<file path="src/rtl/systolic_pkg.sv">
// Shared types, default widths and the saturating-add helper for the systolic PE family.
package systolic_pkg;

    typedef enum logic {
        PE_MODE_WS = 1'b0,
        PE_MODE_OS = 1'b1
    } pe_mode_e;

    localparam int DATA_WIDTH_DEF   = 8;
    localparam int WEIGHT_WIDTH_DEF = 8;
    localparam int ACC_WIDTH_DEF    = 32;
    localparam int SAT_CALC_WIDTH   = 64;

    typedef struct packed {
        logic                               ovf;
        logic signed [SAT_CALC_WIDTH-1:0]   sum;
    } sat_res_t;

    // Adds two sign-extended operands and clamps the result to a signed range
    // of 'width' bits; ovf flags that the clamp was applied.
    function automatic sat_res_t sat_add(
        input logic signed [SAT_CALC_WIDTH-1:0] a,
        input logic signed [SAT_CALC_WIDTH-1:0] b,
        input int                               width
    );
        logic signed [SAT_CALC_WIDTH-1:0] s;
        logic signed [SAT_CALC_WIDTH-1:0] hi;
        logic signed [SAT_CALC_WIDTH-1:0] lo;
        sat_res_t                         r;
        s  = a + b;
        hi = (SAT_CALC_WIDTH'(64'sd1) <<< (width - 1)) - SAT_CALC_WIDTH'(64'sd1);
        lo = -(SAT_CALC_WIDTH'(64'sd1) <<< (width - 1));
        r.ovf = 1'b0;
        r.sum = s;
        if (s > hi) begin
            r.ovf = 1'b1;
            r.sum = hi;
        end else if (s < lo) begin
            r.ovf = 1'b1;
            r.sum = lo;
        end
        return r;
    endfunction

endpackage

</file>
<file path="src/rtl/pe_weight_buf.sv">
// Double-buffered stationary weight: shadow register on the per-column load chain,
// active register updated from the shadow on swap.
module pe_weight_buf #(
    parameter int WEIGHT_WIDTH = 8
) (
    input  logic                    clk,
    input  logic                    rst,
    input  logic                    en,
    input  logic [WEIGHT_WIDTH-1:0] din,
    input  logic                    load,
    input  logic                    swap,
    output logic [WEIGHT_WIDTH-1:0] shadow,
    output logic                    load_fwd,
    output logic [WEIGHT_WIDTH-1:0] active
);

    // Chain shift and swap; swap samples the pre-load shadow because both update on the same edge.
    always_ff @(posedge clk or posedge rst) begin
        if (rst) begin
            shadow   <= '0;
            load_fwd <= 1'b0;
            active   <= '0;
        end else if (en) begin
            load_fwd <= load;
            if (load) begin
                shadow <= din;
            end
            if (swap) begin
                active <= shadow;
            end
        end
    end

endmodule

</file>
<file path="src/rtl/mac_pe_ws.sv">
// Systolic MAC processing element with double-buffered stationary weight.
// Modes: weight-stationary psum chain, or output-stationary local accumulate with drain.
// Optional feature macro MAC_PE_SAT_EN: saturating sums plus sticky sat_o flag.
module mac_pe_ws
    import systolic_pkg::*;
#(
    parameter int DATA_WIDTH   = DATA_WIDTH_DEF,
    parameter int WEIGHT_WIDTH = WEIGHT_WIDTH_DEF,
    parameter int ACC_WIDTH    = ACC_WIDTH_DEF,
    parameter int PIPE_MULT    = 0
) (
    input  logic                    clk,
    input  logic                    rst,
    input  logic                    en,
    input  logic                    mode_i,
    input  logic [DATA_WIDTH-1:0]   data_i,
    input  logic                    data_valid_i,
    output logic [DATA_WIDTH-1:0]   data_o,
    output logic                    data_valid_o,
    input  logic [WEIGHT_WIDTH-1:0] weight_i,
    input  logic                    weight_load_i,
    output logic [WEIGHT_WIDTH-1:0] weight_o,
    output logic                    weight_load_o,
    input  logic                    weight_swap_i,
    input  logic [ACC_WIDTH-1:0]    psum_i,
    output logic [ACC_WIDTH-1:0]    psum_o,
    output logic                    psum_valid_o,
    input  logic                    acc_clear_i,
`ifdef MAC_PE_SAT_EN
    output logic                    sat_o,
`endif
    input  logic                    drain_i
);

    localparam int PROD_WIDTH = DATA_WIDTH + WEIGHT_WIDTH;

    pe_mode_e                       mode;
    logic [WEIGHT_WIDTH-1:0]        active;
    logic signed [PROD_WIDTH-1:0]   prod;
    logic signed [ACC_WIDTH-1:0]    prod_ext;
    logic signed [ACC_WIDTH-1:0]    p;
    logic                           p_valid;
    logic signed [ACC_WIDTH-1:0]    acc_reg;
    logic signed [ACC_WIDTH-1:0]    addend;
    logic signed [ACC_WIDTH-1:0]    sum;

    assign mode = pe_mode_e'(mode_i);

    pe_weight_buf #(
        .WEIGHT_WIDTH (WEIGHT_WIDTH)
    ) u_weight_buf (
        .clk      (clk),
        .rst      (rst),
        .en       (en),
        .din      (weight_i),
        .load     (weight_load_i),
        .swap     (weight_swap_i),
        .shadow   (weight_o),
        .load_fwd (weight_load_o),
        .active   (active)
    );

    // Full-precision signed product, then sign-extended to the accumulator width.
    assign prod     = PROD_WIDTH'($signed(data_i)) * PROD_WIDTH'($signed(active));
    assign prod_ext = ACC_WIDTH'(prod);

    generate
        if (PIPE_MULT != 0) begin : g_pipe
            logic signed [ACC_WIDTH-1:0] p_reg;
            logic                        p_valid_reg;

            // Optional product register stage; adds one cycle of psum latency.
            always_ff @(posedge clk or posedge rst) begin
                if (rst) begin
                    p_reg       <= '0;
                    p_valid_reg <= 1'b0;
                end else if (en) begin
                    p_reg       <= prod_ext;
                    p_valid_reg <= data_valid_i;
                end
            end

            assign p       = p_reg;
            assign p_valid = p_valid_reg;
        end else begin : g_comb
            assign p       = prod_ext;
            assign p_valid = data_valid_i;
        end
    endgenerate

    // WS adds onto the incoming psum; OS adds onto the local accumulator (or zero on clear).
    always_comb begin
        addend = $signed(psum_i);
        if (mode == PE_MODE_OS) begin
            addend = acc_clear_i ? '0 : acc_reg;
        end
    end

`ifdef MAC_PE_SAT_EN
    sat_res_t sat_res;
    logic     ovf;

    // Sum formed wide and clamped to the signed accumulator range.
    always_comb begin
        sat_res = sat_add(SAT_CALC_WIDTH'(addend), SAT_CALC_WIDTH'(p), ACC_WIDTH);
        sum     = sat_res.sum[ACC_WIDTH-1:0];
        ovf     = sat_res.ovf;
    end

    // Sticky saturation flag; an OS clear starts a fresh accumulation and clears it.
    always_ff @(posedge clk or posedge rst) begin
        if (rst) begin
            sat_o <= 1'b0;
        end else if (en) begin
            if (p_valid && ovf) begin
                sat_o <= 1'b1;
            end else if (mode == PE_MODE_OS && acc_clear_i) begin
                sat_o <= 1'b0;
            end
        end
    end
`else
    // Two's-complement wrap: truncating the sum to the accumulator width.
    assign sum = addend + p;
`endif

    // Activation forwarding, psum/accumulator update and drain.
    always_ff @(posedge clk or posedge rst) begin
        if (rst) begin
            data_o       <= '0;
            data_valid_o <= 1'b0;
            psum_o       <= '0;
            psum_valid_o <= 1'b0;
            acc_reg      <= '0;
        end else if (en) begin
            data_o       <= data_i;
            data_valid_o <= data_valid_i;
            if (mode == PE_MODE_WS) begin
                psum_valid_o <= p_valid;
                if (p_valid) begin
                    psum_o <= sum;
                end
            end else begin
                if (p_valid) begin
                    acc_reg <= sum;
                end else if (acc_clear_i) begin
                    acc_reg <= '0;
                end
                psum_valid_o <= drain_i;
                if (drain_i) begin
                    psum_o <= acc_reg;
                end
            end
        end
    end

endmodule

</file>
<file path="config.mk">
export PLATFORM = sky130hd
export DESIGN_NAME = mac_pe_ws
export DESIGN_NICKNAME = d
export VERILOG_FILES = /design/src/rtl/systolic_pkg.sv /design/src/rtl/pe_weight_buf.sv /design/src/rtl/mac_pe_ws.sv
export SDC_FILE = /design/constraint.sdc
export NUM_CORES = 1
export LEC_CHECK = 0
export CORE_ASPECT_RATIO = 1.25
export CORE_MARGIN = 10
export CORE_UTILIZATION = 38
export CTS_BUF_LIST = sky130_fd_sc_hd__clkbuf_16
export DETAILED_ROUTE_END_ITERATION = 6
export PLACE_DENSITY = 0.55
export SLEW_MARGIN = 20
export SYNTH_ARGS = -nofsm -noshare
export SYNTH_HDL_FRONTEND = slang
export SYNTH_SLANG_ARGS = --single-unit
</file>
<file path="constraint.sdc">
create_clock -name clk -period 6.9 [get_ports clk]
set_clock_uncertainty 0.2 [all_clocks]
set_input_delay 0.69 -clock clk [delete_from_list [all_inputs] [get_ports clk]]
set_output_delay 0.69 -clock clk [all_outputs]
set_load 0.05 [all_outputs]
</file>
Word level (Yosys, flattened, before mapping)

Index checks and enable logic that the tools add are counted.

Reduce and logical (&&, ||, !) cells: 5
Multiplexer cells: 7
Eq/ne operators: 1
Add/sub/neg operators: 1
$mul: 1

Operators with widths:

| operator           | count |
|---|---|
| $mux 32            | 6 |
| $add 32x16->32     | 1 |
| $mul 8x8->16       | 1 |
| $reduce_and 2->1   | 3 |
| $reduce_and 3->1   | 1 |
| $ne 2x1->1 const B | 1 |
| $reduce_bool 2->1  | 1 |
| $mux 1             | 1 |

Input port bits: 57
Output and inout bits: 51
Register bits after elaboration: 91

Logic depth before layout (Yosys ltp)

Gate-level depths: netlist (run 1).

Word-level depth: 5
Depth in mapped cells: 23
Depth with buffers taken out: 22

Hierarchy

Synthesis (run 1) repeated with hierarchy kept, for this count alone.

Cells, all modules: 908
Area, all modules: 9315.2 µm²

By module, submodules not included:

| module        | area each (µm²) | seq. area each (µm²) | times used | cells each |
|---|---|---|---|---|
| mac_pe_ws     | 8684.6          | 1851.8               | 1          | 870 |
| pe_weight_buf | 630.6           | 425.4                | 1          | 38 |

Worst setup path before layout (run 1)

OpenSTA, ideal clock, no wires.

Path kind: input -> register
Start: in data_i[7]
End: reg psum_o[15]
Setup slack: 460 ps
Data required time: 6567 ps
Arrival time: 6107 ps
Cell stages on the path: 19
Path buffers: 1
Cell sequence: clkbuf_1 > and2_1 > inv_1 > fa_1 > inv_1 > fa_1 > fa_1 > fa_1 > fa_1 > ha_1 > a21o_1 > a31o_1 > a31oi_4 > a21o_1 > nand2_1 > a21o_1 > a21oi_1 > xor2_1 > o211ai_1

Word-level cells in the longest chain between the ends: 4

RTL lines:

| item                 | line             | source |
|---|---|---|
| start, declared      | mac_pe_ws.sv:16  | `input logic [DATA_WIDTH-1:0] data_i,` |
| $mul 8x8->16         | mac_pe_ws.sv:64  | `assign prod = PROD_WIDTH'($signed(data_i)) * PROD_WIDTH'($signed(active));` |
| $add 32x16->32       | mac_pe_ws.sv:124 | `assign sum = addend + p;` |
| $mux 32              | mac_pe_ws.sv:140 | `if (p_valid) begin` |
| $mux 32              | mac_pe_ws.sv:138 | `if (mode == PE_MODE_WS) begin` |
| end signal, assigned | mac_pe_ws.sv:141 | `psum_o <= sum;` |
| end signal, assigned | mac_pe_ws.sv:151 | `psum_o <= acc_reg;` |
| end, declared        | mac_pe_ws.sv:26  | `output logic [ACC_WIDTH-1:0] psum_o,` |

No other way between the ends. The select of a mux whose other input is x is not followed.
A chain may end at the register's enable or synchronous reset.

Worst setup path after layout (run 1)

Start: in data_i[7]
End: reg psum_o[30]

The elaborated chain is that of the path after synthesis.

==> reports/results.tsv, run 1 <==
metric	value	unit
crit_chain	clkdlybuf4s50_1, and2_1, inv_1, fa_1, fa_1, inv_1, fa_1, fa_1, ha_1, ha_1, nand4_2, or3_1, a21oi_1, a22oi_1, nand3_1, nand2_1, o21ai_2, mux2i_1, nand3_1	
hold_class	register to register	
yosysSeqAreaShare	24.0	%
synth_edf_count	0	
multiInputGateArea	6680	um^2
vias_per_cell	5.00	
clock_latency	0.37	ns
die_area	31800	um^2
core	24600	um^2
async_flop_share	100	%
yosysUniqueCellTypes	48	
synth_area	9500	um^2
crit_top_cell	fa_1	
path_max_fanout	10	
post_cts_resized	0	
path_clk_slew	0.08	ns
layout-drive-gt1-share	8.24	%
setup-violations-final	0	
timing.final.hold_violations	0	
drt_pass1_iterations	4	
rows	64	
post_cts_buffers	0	
critPathCaptureType	register	
crit_type	input port to register	
grt_use_total	16.7	%
setup_tns	0	ns
worst_slew_pin_slew	0.738	ns
ant_nets	0	
cp_slowest_stage_delay	0.56	ns
layout_common_cells	fa_1, inv_1, clkdlybuf4s50_1	
arrival	6.37	ns
seqCellArea	2280	um^2
synth_top_flop_cell	dfrtp_1	
synth_nets	1159	
syn_inst	896	
worst_setup_path_start_kind	input port	
maxSlewHeadroom	50.8	%
ys_ff_latch	91	
wire_per_inst	19.0	um
vias	6742	
dr.first_iter.drc_count	279	
io_pins	108	
drv_slew	0	
crit_buf_inv	3	
drc	0	
gp_congestion	0.865	
cap_viol_max_count	0	
clock_sinks	91	
start_util	38.7	%
rsz0062_at_grt	false	
ctsHoldBuffers	0	
grt_max_degree	60	
cts_inserted_buffers	9	
antenna_found_initial	0	
root_buffer	clkbuf_16	
place_hpwl	20800	um
insertedDiodeCount	0	
nNetsFinal	1277	
die_w	161	um
grt.overflow.total	0	
crit_slowest_cell	fa_1	
fin_crit	6.31	ns
tritoncts	done	
max_freq	159	MHz
post-route-period-util	91.4	%
grt_pass1_vias	7471	
synth_warnings	0	
syn_area_per_cell	10.6	um^2
critPathRequiredTime	6.96	ns
status	completed	
ctsLongestPathBuffers	2	
portBuffers	107	
final_common_cell	fa_1	
syn2layout_area_growth	20.1	%
die_h	197	um
cpLargestDelayFamily	adder cells	
htree_num_levels	3	
fillers	2378	
grt_pass1_wl	41900	um
wl	25700	um
[worst reg2reg max path, stage by stage (launching register included)]
cell and delay [ns]:
dfrtp_1 0.54, and2_1 0.26, inv_1 0.39, fa_1 0.55
fa_1 0.52, inv_1 0.06, fa_1 0.56, fa_1 0.44
ha_1 0.29, ha_1 0.40, nand4_2 0.19, or3_1 0.38
a21oi_1 0.23, a22oi_1 0.13, nand3_1 0.16, nand2_1 0.12
o21ai_2 0.20, mux2i_1 0.21, nand3_1 0.08
[Yosys cell counts (3+ instances only)]
| cell type | count | area (um^2) |
|---|---|---|
| nor2b_1 | 41 | 257 |
| nand2b_1 | 3 | 18.8 |
| xor2_1 | 9 | 78.8 |
| and2_1 | 34 | 213 |
| mux2i_1 | 56 | 561 |
| mux2_2 | 27 | 304 |
| a21o_1 | 10 | 75.1 |
| ha_1 | 70 | 876 |
| o21a_1 | 4 | 30.0 |
| clkbuf_1 | 22 | 82.6 |
| nor2_1 | 19 | 71.3 |
| a31oi_1 | 4 | 25.0 |
| o211ai_1 | 4 | 30.0 |
| buf_1 | 6 | 22.5 |
| a22o_1 | 26 | 228 |
| nand3_1 | 8 | 40.0 |
| o21ai_0 | 24 | 120 |
| xnor2_1 | 24 | 210 |
| a21oi_1 | 23 | 115 |
| nand2_1 | 82 | 308 |
| nor3_1 | 9 | 45.0 |
| dfrtp_1 | 91 | 2280 |
| inv_1 | 118 | 443 |
| fa_1 | 136 | 2720 |
| o21ai_1 | 17 | 85.1 |
[logic make-up after synthesis]
group | Yosys count | share of synthesized area, %
flops | 91 | 24.0
fa+ha+maj | 206 | 37.9
buf+inv | 147 | 5.82
simple gates | 204 | 10.7
compound gates | 132 | 9.54
mux | 83 | 9.10
xor+xnor | 33 | 3.04
[cell type report]
class                   instances  share of cell area, %
repair buffers                136                   11.5
clock buffers                   9                   1.97
inverters                     118                   3.90
well taps                     330                   3.62
multi-input cells             658                   58.5
clock inverters                 7                  0.548
flip-flops and latches         91                   20.0
[metal layers]
metal,GRT usage (%),vias up,part of all wire (%),wire length (um)
met5,0,-,0,0
li1,-,3175,-,-
met4,4.99,0,2.1,544
met3,2.34,28,2.8,713
met1,19.9,3436,42,10700
met2,30.5,103,53,13700
[worst paths after layout]
path / end / depth (start not counted) / start / slack [ns]
max in group asynchronous: psum_o[17]$_DFFE_PP0P_ / 3 / rst / 4.84
max reg2reg: psum_o[30]$_DFFE_PP0P_ / 18 / u_weight_buf.active[1]$_DFFE_PP0P_ / 0.87
min: psum_o[9]$_DFFE_PP0P_ / 2 / psum_o[9]$_DFFE_PP0P_ / 0.28
max: psum_o[30]$_DFFE_PP0P_ / 19 / data_i[7] / 0.59
min reg2reg: psum_o[9]$_DFFE_PP0P_ / 2 / psum_o[9]$_DFFE_PP0P_ / 0.28
min in group asynchronous: data_o[3]$_DFFE_PP0P_ / 2 / rst / 0.50
[metrics by stage]
stage	worst slack, ns	cell area, um^2	cells	utilization [%]	hold slack (ns)
global route	0.217	11400	1349	46.4	0.309
floorplan	0.460	9500	896	-	0.264
finish	0.591	11400	1349	46.4	0.281
CTS	0.575	11400	1349	46.4	0.290
detailed placement	0.191	11100	1333	45.2	0.273
global placement	0.238	11100	1333	45.2	0.263
Power of run 1 is left out: the tool's default activity adds up to more than one toggle a clock period on the data nets, which glitch-free logic cannot reach.
==> run 2: changes to the inputs <==
--- a/config.mk
+++ b/config.mk
@@ -11,7 +11,7 @@
 export CTS_BUF_LIST = sky130_fd_sc_hd__clkbuf_16
 export DETAILED_ROUTE_END_ITERATION = 6
 export PLACE_DENSITY = 0.55
-export SLEW_MARGIN = 20
+export SLEW_MARGIN = 30
 export SYNTH_ARGS = -nofsm -noshare
 export SYNTH_HDL_FRONTEND = slang
 export SYNTH_SLANG_ARGS = --single-unit
==> results of run 2 <==
Final layout, timing and power as in run 1 (identical DEF).
Power of run 2 is left out for the same reason.
==> run 3: changes to the inputs <==
--- a/config.mk
+++ b/config.mk
@@ -6,7 +6,6 @@
 export NUM_CORES = 1
 export LEC_CHECK = 0
 export CORE_ASPECT_RATIO = 1.25
-export CORE_MARGIN = 10
 export CORE_UTILIZATION = 38
 export CTS_BUF_LIST = sky130_fd_sc_hd__clkbuf_16
 export DETAILED_ROUTE_END_ITERATION = 6
==> run 3 against run 2 <==
Non-clock buffer count increased by 7. Design area rose by 0.33%. Largest cell class unchanged. Critical path type unchanged. Clock-buffer cell count did not move. Register-to-register slack got worse by 0.04 ns. Cell count increased by 0.52%. Maximum frequency fell by 2.4%. Highest routed layer unchanged.
==> reports/results.tsv, run 3 (same netlist as run 1, synthesis figures left out) <==
metric	value	unit	change
grt_use_total	21.5	%	+4.8 points
clock_latency	0.38	ns	about the same
ctsLongestPathBuffers	2		unchanged
layout_common_cells	fa_1, inv_1, clkdlybuf4s50_1		
gp_congestion	0.842		-2.6%
die_area	25700	um^2	-19%
path_clk_slew	0.07	ns	about the same
portBuffers	107		unchanged
path_max_fanout	7		-3
setup-violations-final	0		unchanged
drc	0		unchanged
antenna_found_initial	0		unchanged
final_cells	1356		+0.52%
die_h	179	um	-9.1%
crit_type	input port to register		
drt_pass1_iterations	4		unchanged
grt_pass1_vias	7313		-2.1%
critPathRequiredTime	6.99	ns	+0.03 ns
ctsHoldBuffers	0		unchanged
root_buffer	clkbuf_16		
insertedDiodeCount	0		unchanged
grt.overflow.total	0		unchanged
max_freq	155	MHz	-2.4%
grt_pass1_wl	40600	um	-3.1%
critPathCaptureType	register		
wl	25200	um	-1.8%
tritoncts	done		
drv_slew	0		unchanged
nNetsFinal	1284		+0.55%
core	24500	um^2	-0.33%
hold_class	register to register		
place_hpwl	20300	um	-2.3%
grt_max_degree	53		-12%
post_cts_buffers	0		unchanged
syn2layout_area_growth	20.5	%	
dr.first_iter.drc_count	229		-18%
vias	6740		-0.030%
timing.final.hold_violations	0		unchanged
wire_per_inst	18.6	um	-2.3%
setup_tns	0	ns	unchanged
worst_slew_pin_slew	0.709	ns	-0.0287 ns
vias_per_cell	4.97		-0.55%
placed_cells	1340		+0.53%
arrival	6.56	ns	+0.19 ns
fin_crit	6.47	ns	+0.158 ns
cap_viol_max_count	0		unchanged
start_util	38.8	%	+0.13 points
post-route-period-util	93.7	%	+2.3 points
final_common_cell	fa_1		
final_core_util	46.7	%	+0.30 points
maxSlewHeadroom	52.7	%	+1.9 points
status	completed		
post_cts_resized	0		unchanged
rsz0062_at_grt	false		
cts_inserted_buffers	9		unchanged
worst_setup_path_start_kind	input port		
rows	64		unchanged
die_w	143	um	-11%
clock_sinks	91		unchanged
htree_num_levels	3		unchanged
io_pins	108		unchanged
layout-drive-gt1-share	8.77	%	+0.53 points
ant_nets	0		unchanged
## run 3: worst paths after layout
path                                                          from                      end  slack, ns  cells after the start
worst max-delay path                                     data_i[7]   psum_o[29]$_DFFE_PP0P_       0.43                     20
worst min-delay path                         psum_o[9]$_DFFE_PP0P_    psum_o[9]$_DFFE_PP0P_       0.28                      2
worst max register to register  u_weight_buf.active[0]$_DFFE_PP0P_   psum_o[22]$_DFFE_PP0P_       0.83                     19
worst min register to register               psum_o[9]$_DFFE_PP0P_    psum_o[9]$_DFFE_PP0P_       0.28                      2
max in group asynchronous                                      rst  acc_reg[20]$_DFFE_PP0P_       4.87                      3
min in group asynchronous                                      rst    data_o[2]$_DFFE_PP0P_       0.52                      2
## run 3: area by class of cell
type	instances	area, um^2
multi-input combinational	658	6680
sequential	91	2280
timing repair buffer	143	1350
clock buffer	9	225
fill	2383	13100
inverter	118	445
clock inverter	7	60.1
tap	330	413
## run 3: per-stage QoR
| stage | worst slack [ns] | hold WS [ns] | area (um^2) |
|---|---|---|---|
| 6_report | 0.434 | 0.283 | 11400 |
| 4_1_cts | 0.439 | 0.295 | 11400 |
| 3_3_place_gp | 0.0836 | 0.264 | 11200 |
| 5_1_grt | 0.0583 | 0.306 | 11400 |
| 3_5_place_dp | 0.0828 | 0.274 | 11200 |
| 2_1_floorplan | 0.460 | 0.264 | 9500 |
## run 3: routing by layer
| metal | vias up | part of all wire (%) | track usage (%) |
|---|---|---|---|
| met5 | - | 0 | 0 |
| met4 | 0 | 2.6 | 8.20 |
| met3 | 36 | 2.8 | 2.38 |
| met2 | 132 | 54 | 39.5 |
| met1 | 3387 | 41 | 25.5 |
| li1 | 3185 | - | - |
## run 3: worst max-delay path: stages
cell and delay (ns):
clkdlybuf4s50_1 0.51, buf_4 0.20, nand2_1 0.16, fa_1 0.78, fa_1 0.48, inv_1 0.32, buf_4 0.20, fa_1 0.42
fa_1 0.46, ha_1 0.29, ha_1 0.34, a21oi_1 0.18, o21ai_1 0.13, or3_1 0.37, o22ai_1 0.24, o21ai_2 0.12
a41oi_1 0.25, xnor2_1 0.18, mux2i_1 0.11, o21ai_1 0.11
Power of run 3 is left out for the same reason.
